<file path="src/rtl/bit_array_pkg.sv">
// Shared definitions for the bit-array controller.
//   state_e   : controller FSM states (CLEAR sweeps the array, IDLE serves requests)
//   wr_req_t  : one write request (valid, address, data)
//   DEPTH_DEF / ADDR_W_DEF : default array geometry
package bit_array_pkg;

  localparam int DEPTH_DEF  = 256;
  localparam int ADDR_W_DEF = 8;

  typedef enum logic {
    CLEAR = 1'b0,
    IDLE  = 1'b1
  } state_e;

  typedef struct packed {
    logic                  valid;
    logic [ADDR_W_DEF-1:0] addr;
    logic                  data;
  } wr_req_t;

endpackage

</file>
<file path="src/rtl/bit_array_sweep.sv">
// Clear-sweep counter for the bit array.
//   clock, reset : clock and asynchronous active-high reset
//   active       : sweep is running (controller in CLEAR)
//   restart      : force the pointer back to 0 for the next cycle
//   ptr          : address being cleared this cycle
//   done         : last address is being cleared this cycle
module bit_array_sweep
  import bit_array_pkg::*;
#(
  parameter int DEPTH  = DEPTH_DEF,
  parameter int ADDR_W = ADDR_W_DEF
) (
  input  logic              clock,
  input  logic              reset,
  input  logic              active,
  input  logic              restart,
  output logic [ADDR_W-1:0] ptr,
  output logic              done
);

  logic [ADDR_W-1:0] ptr_q, ptr_d;
  logic              last;

  assign last = (ptr_q == ADDR_W'(DEPTH - 1));

  // The pointer parks at 0 whenever the sweep is not running, so a new
  // sweep always begins at address 0.
  always_comb begin
    ptr_d = ptr_q + ADDR_W'(1);
    if (!active || restart || last) begin
      ptr_d = '0;
    end
  end

  always_ff @(posedge clock or posedge reset) begin
    if (reset) begin
      ptr_q <= '0;
    end else begin
      ptr_q <= ptr_d;
    end
  end

  assign ptr  = ptr_q;
  assign done = active & last;

endmodule

</file>
<file path="src/rtl/bit_array_ctrl.sv">
// Controller / arbiter for a DEPTH x 1-bit masked SRAM (one sync read port,
// one write port, 1-cycle read latency).
//   clock, reset        : clock and asynchronous active-high reset
//   flush               : pulse, clears the whole array
//   init_done           : array is clear and requests are accepted
//   w0_* / w1_*         : write requesters, w0 has fixed priority over w1
//   r_* / resp_*        : read request and held, pulsed response (2-cycle latency)
//   ram_r_* / ram_w_*   : array R0 and W0 port signals
//
// Handshake: a request transfers in a cycle where valid and ready are both
// high. ready never depends on the same requester's valid; w1_ready depends
// on w0_valid only, because w0 wins the single write port.
module bit_array_ctrl
  import bit_array_pkg::*;
#(
  parameter int DEPTH  = DEPTH_DEF,
  parameter int ADDR_W = ADDR_W_DEF
) (
  input  logic              clock,
  input  logic              reset,
  input  logic              flush,
  output logic              init_done,
  input  logic              w0_valid,
  output logic              w0_ready,
  input  logic [ADDR_W-1:0] w0_addr,
  input  logic              w0_data,
  input  logic              w1_valid,
  output logic              w1_ready,
  input  logic [ADDR_W-1:0] w1_addr,
  input  logic              w1_data,
  input  logic              r_valid,
  output logic              r_ready,
  input  logic [ADDR_W-1:0] r_addr,
  output logic              resp_valid,
  output logic              resp_data,
  output logic              ram_r_en,
  output logic [ADDR_W-1:0] ram_r_addr,
  input  logic              ram_r_data,
  output logic              ram_w_en,
  output logic [ADDR_W-1:0] ram_w_addr,
  output logic              ram_w_data,
  output logic              ram_w_mask
);

  state_e            state_q, state_d;
  logic              sweep_active;
  logic              sweep_done;
  logic [ADDR_W-1:0] sweep_ptr;

  wr_req_t           w0_req, w1_req, w_sel;
  logic              r_fire;

  logic              resp_pending_q, resp_pending_d;
  logic              resp_valid_q, resp_valid_d;
  logic              resp_data_q, resp_data_d;
  // Same-cycle read/write collision: remember the written bit so the
  // response is write-first whatever the array does on a collision.
  logic              fwd_hit_q, fwd_hit_d;
  logic              fwd_data_q, fwd_data_d;

  assign sweep_active = (state_q == CLEAR);

  bit_array_sweep #(
    .DEPTH  (DEPTH),
    .ADDR_W (ADDR_W)
  ) u_sweep (
    .clock   (clock),
    .reset   (reset),
    .active  (sweep_active),
    .restart (flush),
    .ptr     (sweep_ptr),
    .done    (sweep_done)
  );

  // FSM next state. flush wins over sweep completion, so a flush on the
  // last clear cycle starts another full sweep.
  always_comb begin
    state_d = state_q;
    case (state_q)
      CLEAR:   if (!flush && sweep_done) state_d = IDLE;
      IDLE:    if (flush) state_d = CLEAR;
      default: state_d = CLEAR;
    endcase
  end

  // Write arbitration, read issue and response pipeline.
  always_comb begin
    w0_req.valid = w0_valid;
    w0_req.addr  = w0_addr;
    w0_req.data  = w0_data;
    w1_req.valid = w1_valid;
    w1_req.addr  = w1_addr;
    w1_req.data  = w1_data;
    w_sel        = w0_req.valid ? w0_req : w1_req;

    init_done = (state_q == IDLE);
    w0_ready  = init_done;
    w1_ready  = init_done & ~w0_valid;
    r_ready   = init_done;

    if (init_done) begin
      ram_w_en   = w_sel.valid;
      ram_w_addr = w_sel.addr;
      ram_w_data = w_sel.data;
    end else begin
      ram_w_en   = 1'b1;
      ram_w_addr = sweep_ptr;
      ram_w_data = 1'b0;
    end
    ram_w_mask = ram_w_en;

    r_fire     = r_valid & r_ready;
    ram_r_en   = r_fire;
    ram_r_addr = r_fire ? r_addr : '0;

    resp_pending_d = r_fire;
    fwd_hit_d      = r_fire & ram_w_en & (ram_w_addr == r_addr);
    fwd_data_d     = ram_w_data;

    resp_valid_d = resp_pending_q;
    resp_data_d  = resp_data_q;
    if (resp_pending_q) begin
      resp_data_d = fwd_hit_q ? fwd_data_q : ram_r_data;
    end
  end

  always_ff @(posedge clock or posedge reset) begin
    if (reset) begin
      state_q        <= CLEAR;
      resp_pending_q <= 1'b0;
      resp_valid_q   <= 1'b0;
      resp_data_q    <= 1'b0;
      fwd_hit_q      <= 1'b0;
      fwd_data_q     <= 1'b0;
    end else begin
      state_q        <= state_d;
      resp_pending_q <= resp_pending_d;
      resp_valid_q   <= resp_valid_d;
      resp_data_q    <= resp_data_d;
      fwd_hit_q      <= fwd_hit_d;
      fwd_data_q     <= fwd_data_d;
    end
  end

  assign resp_valid = resp_valid_q;
  assign resp_data  = resp_data_q;

endmodule

</file>
<file path="config.mk">
export PLATFORM = sky130hd
export DESIGN_NAME = bit_array_ctrl
export DESIGN_NICKNAME = d
export VERILOG_FILES = /design/src/rtl/bit_array_pkg.sv /design/src/rtl/bit_array_sweep.sv /design/src/rtl/bit_array_ctrl.sv
export SDC_FILE = /design/constraint.sdc
export NUM_CORES = 1
export LEC_CHECK = 0
export CAP_MARGIN = 10
export CELL_PAD_IN_SITES_DETAIL_PLACEMENT = 2
export CELL_PAD_IN_SITES_GLOBAL_PLACEMENT = 2
export CORE_MARGIN = 5
export CORE_UTILIZATION = 32
export CTS_CLUSTER_SIZE = 14
export DETAILED_ROUTE_END_ITERATION = 6
export DONT_BUFFER_PORTS = 1
export GPL_TIMING_DRIVEN = 0
export PLACE_DENSITY = 0.8
export SLEW_MARGIN = 20
export SYNTH_ARGS = -nofsm -noshare
export SYNTH_HDL_FRONTEND = slang
export SYNTH_SLANG_ARGS = --single-unit
</file>
<file path="constraint.sdc">
create_clock -name clock -period 1.57 [get_ports clock]
set_input_delay 0.0785 -clock clock [delete_from_list [all_inputs] [get_ports clock]]
set_output_delay 0.0785 -clock clock [all_outputs]
set_load 0.01 [all_outputs]
</file>
==> results of run 1 <==
[worst max-delay path: stages (launching register included)]
cell                       delay (ns)
sky130_fd_sc_hd__dfrtp_2         0.48
sky130_fd_sc_hd__buf_4           0.19
sky130_fd_sc_hd__and2b_2         0.24
sky130_fd_sc_hd__nand2b_4        0.10
sky130_fd_sc_hd__buf_4           0.12
[layout make-up]
type / instances / area, um^2 / share of cell area [%]
Buffer: 7 / 56.3 / 5.09
Clock buffer: 4 / 36.3 / 3.28
Inverter: 2 / 7.51 / 0.679
Multi-Input combinational cell: 83 / 594 / 53.7
Sequential cell: 14 / 353 / 31.9
Tap cell: 31 / 38.8 / 3.51
Timing Repair Buffer: 2 / 20.0 / 1.81
[final timing paths]
| path | slack, ns | cells after the start | to | start |
|---|---|---|---|---|
| worst max-delay path | 0.09 | 4 | ram_w_mask | init_done |
| worst min register to register | 0.41 | 0 | resp_valid | resp_pending_q |
| worst min-delay path | 0.02 | 2 | u_sweep.ptr[1] | flush |
| min in group asynchronous | 0.28 | 2 | u_sweep.ptr[3] | reset |
| worst max register to register | 0.13 | 5 | u_sweep.ptr[4] | u_sweep.ptr[0] |
| max in group asynchronous | 0.89 | 2 | init_done | reset |
[cell usage in the layout, fill, tap and decap left out, types with 4 or more instances in the layout]
master                     synthesis  layout
sky130_fd_sc_hd__xor2_1            7       7
sky130_fd_sc_hd__and3_1           10      10
sky130_fd_sc_hd__nor2_1           19      19
sky130_fd_sc_hd__xnor2_1           8       8
sky130_fd_sc_hd__mux2i_1           9       9
sky130_fd_sc_hd__dfrtp_1          14      12
sky130_fd_sc_hd__a21oi_2           0       7
sky130_fd_sc_hd__nand2_1           5       5
sky130_fd_sc_hd__clkbuf_4          0       4
sky130_fd_sc_hd__buf_4             3       5
[timing repair]
item	in CTS	in global routing
hold buffers	2	0
setup endpoints to repair	20	18
gates resized for setup	17	8
endpoints found under the hold margin	16	0
[metrics by stage]
| stage | setup WS [ns] | hold slack (ns) |
|---|---|---|
| after floorplan | 0.154 | -0.0323 |
| after global placement | -0.0886 | 0.0347 |
| after detailed placement | -0.167 | 0.0488 |
| after CTS | 0.0118 | 0.0114 |
| after global routing | 0.00833 | 0.00479 |
| final | 0.0861 | 0.0161 |
[cell families (layout without fill, tap and decap cells)]
family,Yosys count,after routing,share of synthesized area [%]
AOI/OAI and AO/OA,10,10,5.33
xor gates and xnor gates,15,15,14.0
adders and majority gates,1,1,1.33
buffers and inverters,10,15,6.00
DFF,14,14,37.3
muxes,10,10,11.1
and+or+nand+nor,47,47,24.9
[sequential cells by signal (all words and copies together), names as in the netlist]
name / cells
resp_data: 1
u_sweep.ptr: 8
resp_pending_q: 1
resp_valid: 1
init_done: 1
fwd_hit_q: 1
fwd_data_q: 1
[cell usage after synthesis]
cell                        n  area [um^2]
sky130_fd_sc_hd__nor4_1     1         6.26
sky130_fd_sc_hd__buf_4      3         22.5
sky130_fd_sc_hd__nand3_1    2         10.0
sky130_fd_sc_hd__and3_1    10         62.6
sky130_fd_sc_hd__o21ai_0    1         5.00
sky130_fd_sc_hd__clkbuf_1   4         15.0
sky130_fd_sc_hd__mux2i_1    9         90.1
sky130_fd_sc_hd__buf_6      1         11.3
sky130_fd_sc_hd__inv_1      2         7.51
sky130_fd_sc_hd__nor2_1    19         71.3
sky130_fd_sc_hd__nand2_1    5         18.8
sky130_fd_sc_hd__ha_1       1         12.5
sky130_fd_sc_hd__nand4_1    1         6.26
sky130_fd_sc_hd__and2b_2    1         8.76
sky130_fd_sc_hd__mux2i_2    1         13.8
sky130_fd_sc_hd__xnor2_1    8         70.1
sky130_fd_sc_hd__and4_1     1         8.76
sky130_fd_sc_hd__a21oi_1    9         45.0
sky130_fd_sc_hd__xor2_1     7         61.3
sky130_fd_sc_hd__and2_1     2         12.5
sky130_fd_sc_hd__nand2b_1   1         6.26
sky130_fd_sc_hd__nor2b_1    1         6.26
sky130_fd_sc_hd__or3_1      1         6.26
sky130_fd_sc_hd__dfrtp_1   14          350
sky130_fd_sc_hd__nor3_1     2         10.0
[per-layer routing]
| metal | vias to the layer above | wire (um) | track usage, % |
|---|---|---|---|
| li1 | 365 | - | - |
| met1 | 384 | 1090 | 15.3 |
| met2 | 26 | 1670 | 27.8 |
| met3 | 0 | 207 | 5.08 |
| met4 | 0 | 0 | 2.29 |
| met5 | - | 0 | 0 |
[power by group]
part / leakage, nW / switching [W] / internal (W) / total (W)
registers: 0.186 / 0.0000111 / 0.000369 / 0.000380
clock network: 0.0210 / 0.000124 / 0.000141 / 0.000265
logic: 0.301 / 0.0000611 / 0.0000506 / 0.000112
total: 0.508 / 0.000196 / 0.000561 / 0.000757
==> impl_metrics.csv, run 1 <==
group,metric,value,unit
clock_tree,clockBufferDepth,2,
power_and_ir_drop,vdd.ir_drop.worst,370,uV
clock_tree,cts_num_sinks,14,
die,top_level_ports,59,
logic_synthesis,syn_avg_cell_area,8.77,um^2
timing,final-hold-violation-count,0,
timing,period_share,94.5,%
clock_tree,cts-htree-levels,1,
logic_synthesis,syn_inst,107,
power_and_ir_drop,power.static_leakage,0.508,nW
placement,place_area,977,um^2
critical_path,cp.required,1.49,ns
final_layout,fin_cells,143,
routing,routed_wire_length_per_instance,20.7,um
logic_synthesis,synth_seq_cells,14,
global_routing,global_route.overflow_total,0,
logic_synthesis,postSynthNetCount,141,
final_layout,finish.net_count,147,
routing,final_antenna_net_count,0,
routing,drt_pre_antenna_iters,2,
global_routing,number_of_antenna_violations_at_the_first_check_in_global_routing,0,
timing,finalSetupViolations,0,
final_layout,syn_to_final_growth,17.9,%
final_layout,final_core_util,39.8,%
routing,number_of_drc_violations_after_detailed_routing,0,
clock_tree,cts_made_buffers,3,
routing,postRouteWirelength,2970,um
power_and_ir_drop,power.total,0.000757,W
routing,vias_per_cell,5.42,
clock_tree,path_clk_slew,0.09,ns
critical_path,setup.worst_path.class,"register to primary output",
run,drv_cap,0,
clock_tree,cts-root-buf,"sky130_fd_sc_hd__clkbuf_4",
die,dieWidth,64.2,um
global_routing,grt_pass1_vias,908,
logic_synthesis,yosysWarnings,0,
die,fp.coreArea,2780,um^2
timing,maxClockFrequency,674,MHz
final_layout,num-fill-cells,320,
timing,max-slew-margin-rel,62.9,%
placement,buffer_ports.inserted,0,
global_routing,first_pass_grt_wire_length,4650,um
timing,final.setup_skew,0.00596,ns
critical_path,critPathMaxFanout,10,
critical_path,setup.worst_path.start_class,"register",
clock_tree,clock_latency,0.28,ns
placement,finalWeightedCongestion,0.781,
critical_path,crit_arrival,1.41,ns
placement,placed_cells,138,
timing,rsz_0062_raised_after_global_routing,"no",
die,initial_utilization,33.7,%
timing,tns,0,ns
hold_path,holdCritPathClass,"input port to register",
routing,via_count,775,
timing,drv_slew,0,
final_layout,diodes,0,
power_and_ir_drop,pwr_density_cell,685,nW/um^2
final_layout,final_layout_size_suffix_gt1_share,25.0,%
final_layout,summed_area_of_non_filler_cells_in_the_final_layout,1110,um^2
die,chipHeight,64.2,um
global_routing,grt_max_degree,15,
global_routing,total_routing_usage_reported_by_global_routing,14.5,%
routing,drt-initial-drc-count,15,
status,result_of_the_run,"finished clean",
logic_synthesis,synth.lib_cells_used.distinct,25,
clock_tree,cts_post_setup_buffers_inserted,0,
critical_path,worstSetupEndpointType,"primary output",
placement,hpwlAfterDp,2360,um
timing,worst-slew-pin-transition,0.556,ns
timing,finalCriticalPeriod,1.48,ns
die,placement_rows,19,
die,floorplan.die_area,4120,um^2
logic_synthesis,ys_seq_area_share,37.3,%
clock_tree,tritoncts_clock_tree,"done",
logic_synthesis,syn_area,938,um^2
No activity file was read; power rests on OpenSTA's default activity.
==> inputs of run 2 (changes only) <==
CELL_PAD_IN_SITES_DETAIL_PLACEMENT = 1   (was 2)
CELL_PAD_IN_SITES_GLOBAL_PLACEMENT = 1   (was 2)
CORE_UTILIZATION = 42   (was 32)
REMOVE_ABC_BUFFERS = 1   (was default)
==> run 2 against run 1 <==
Clock power increased by 2%; global-route usage grew 1.8 points; final cell count decreased by 6.3%; maximum frequency down 1.1%; sequential power barely moved; non-clock buffer count shrank 6; worst setup slack lost 0.016 ns; sequential share of layout area increased by 3.3 points; largest power group unchanged; highest routed layer is now met4.
==> impl_metrics.csv, run 2 (same netlist as run 1, synthesis figures left out) <==
group,metric,value,unit
timing,tns,0,ns
status,result_of_the_run,"finished clean",
routing,routed_wire_length_per_instance,19.1,um
global_routing,first_pass_grt_wire_length,4110,um
timing,finalCriticalPeriod,1.50,ns
power_and_ir_drop,switching_share,25.1,%
power_and_ir_drop,share_comb_of_total_power,12.8,%
power_and_ir_drop,internal-power,0.000559,W
die,fp.coreArea,2170,um^2
critical_path,crit_arrival,1.72,ns
final_layout,num-fill-cells,282,
clock_tree,cts_post_setup_buffers_inserted,0,
final_layout,final_core_util,46.4,%
critical_path,critPathMaxFanout,7,
timing,hold_slack,0.00558,ns
final_layout,summed_area_of_non_filler_cells_in_the_final_layout,1010,um^2
clock_tree,clockBufferDepth,2,
power_and_ir_drop,power.net_switching,0.000187,W
timing,drv_slew,0,
final_layout,mostFrequentLayoutCells,"sky130_fd_sc_hd__nor2_1, sky130_fd_sc_hd__dfrtp_1, sky130_fd_sc_hd__and3_1",
final_layout,final_layout_size_suffix_gt1_share,9.43,%
placement,dpl_worst_slack,-0.265,ns
die,initial_utilization,43.3,%
timing,maxClockFrequency,667,MHz
global_routing,grt_max_degree,34,
timing,period_share,95.5,%
power_and_ir_drop,pwr_density_cell,740,nW/um^2
timing,worst-slew-pin-transition,0.543,ns
placement,finalWeightedCongestion,0.768,
clock_tree,cts_made_buffers,3,
run,drv_cap,0,
hold_path,holdCritPathClass,"input port to register",
clock_tree,cts-htree-levels,1,
routing,final_antenna_net_count,0,
routing,drt_pre_antenna_iters,4,
global_routing,grt_pass1_vias,795,
placement,place_area,925,um^2
timing,rsz_0062_raised_after_global_routing,"no",
timing,max-slew-margin-rel,63.8,%
final_layout,diodes,0,
die,top_level_ports,59,
power_and_ir_drop,sequential_group_share_of_total_power,51.0,%
final_layout,finish.net_count,141,
global_routing,total_routing_usage_reported_by_global_routing,16.3,%
timing,finalSetupViolations,0,
placement,buffer_ports.inserted,0,
power_and_ir_drop,clock_power_share,36.3,%
placement,hpwlAfterDp,2000,um
die,chipHeight,57.3,um
die,floorplan.die_area,3280,um^2
global_routing,global_route.overflow_total,0,
routing,vias_per_cell,5.69,
timing,final.setup_skew,0.00584,ns
routing,drt-initial-drc-count,12,
routing,postRouteWirelength,2550,um
die,placement_rows,17,
critical_path,setup.worst_path.class,"register to register",
clock_tree,clock_latency,0.29,ns
final_layout,multi_input_comb_area,544,um^2
clock_tree,cts_num_sinks,14,
global_routing,number_of_antenna_violations_at_the_first_check_in_global_routing,0,
power_and_ir_drop,vdd.ir_drop.worst,438,uV
routing,number_of_drc_violations_after_detailed_routing,0,
clock_tree,tritoncts_clock_tree,"done",
power_and_ir_drop,power.static_leakage,0.474,nW
final_layout,syn_to_final_growth,7.33,%
die,dieWidth,57.3,um
critical_path,setup.worst_path.start_class,"register",
final_layout,largest_register_ff_count,8,
final_layout,area.sequential,354,um^2
timing,final-hold-violation-count,0,
timing,final_worst_setup_slack,0.0702,ns
routing,via_count,762,
critical_path,cp.required,1.80,ns
clock_tree,path_clk_slew,0.09,ns
critical_path,worstSetupEndpointType,"register",
final_layout,layout_commonest_cell,"sky130_fd_sc_hd__nor2_1",
clock_tree,cts-root-buf,"sky130_fd_sc_hd__clkbuf_4",
-- run 2: cell types whose count changed in the layout (fill, tap and decap cells not counted), moves of 2 or more --
| cell | change |
|---|---|
| sky130_fd_sc_hd__a21oi_2 | -7 |
| sky130_fd_sc_hd__a21oi_1 | +8 |
| sky130_fd_sc_hd__dfrtp_2 | -2 |
| sky130_fd_sc_hd__buf_4 | -5 |
-- run 2: metal layers --
metal	wire length [um]	up-vias	global-route usage (%)	share of wire [%]
li1	-	352	-	-
met1	903	370	16.2	35
met2	1370	30	29.2	54
met3	201	10	7.24	7.9
met4	80	0	6.95	3.1
met5	0	-	0	0
-- run 2: timing repair --
action | 4_1_cts | 5_1_grt
hold buffers | 2 | 1
resized for setup | 3 | 2
endpoints found under the hold margin | 16 | 1
endpoints found under the setup margin | 30 | 7
-- run 2: through the flow --
stage	total power (W)	std cells
6_report	0.000746	134
4_1_cts	0.000753	133
3_3_place_gp	0.000472	127
5_1_grt	0.000787	134
3_5_place_dp	0.000476	127
2_1_floorplan	0.000459	99
-- run 2: area by class of cell --
class,count,area share (%)
repair buffers,3,2.98
clock buffers,4,3.60
multi-input cells,83,54.0
inverters,2,0.745
well taps,28,3.48
flip-flops and latches,14,35.2
-- run 2: worst max-delay path: stages, from the launching register on --
cell                      delay (ns)
sky130_fd_sc_hd__dfrtp_1        0.44
sky130_fd_sc_hd__ha_1           0.25
sky130_fd_sc_hd__nand3_1        0.15
sky130_fd_sc_hd__nor3_2         0.08
sky130_fd_sc_hd__or3_4          0.38
sky130_fd_sc_hd__nor2_1         0.12
-- run 2: path summary, 6_finish.rpt --
check | from | to | slack [ns] | depth (start not counted)
max in group asynchronous | reset | init_done | 0.91 | 2
hold / removal | ram_r_data | resp_data | 0.006 | 2
setup / recovery | u_sweep.ptr[0] | u_sweep.ptr[3] | 0.07 | 5
min in group asynchronous | reset | u_sweep.ptr[7] | 0.26 | 2
hold reg to reg | resp_pending_q | resp_valid | 0.42 | 0
setup reg to reg | u_sweep.ptr[0] | u_sweep.ptr[3] | 0.07 | 5
-- run 2: power by group through the flow --
stage | clock (W) | sequential, W | combinational (W)
6_report | 0.000270 | 0.000380 | 0.0000953
5_1_grt | 0.000296 | 0.000381 | 0.000109
4_1_cts | 0.000277 | 0.000380 | 0.0000951
3_5_place_dp | 0 | 0.000387 | 0.0000891
3_3_place_gp | 0 | 0.000386 | 0.0000855
2_1_floorplan | 0 | 0.000384 | 0.0000745
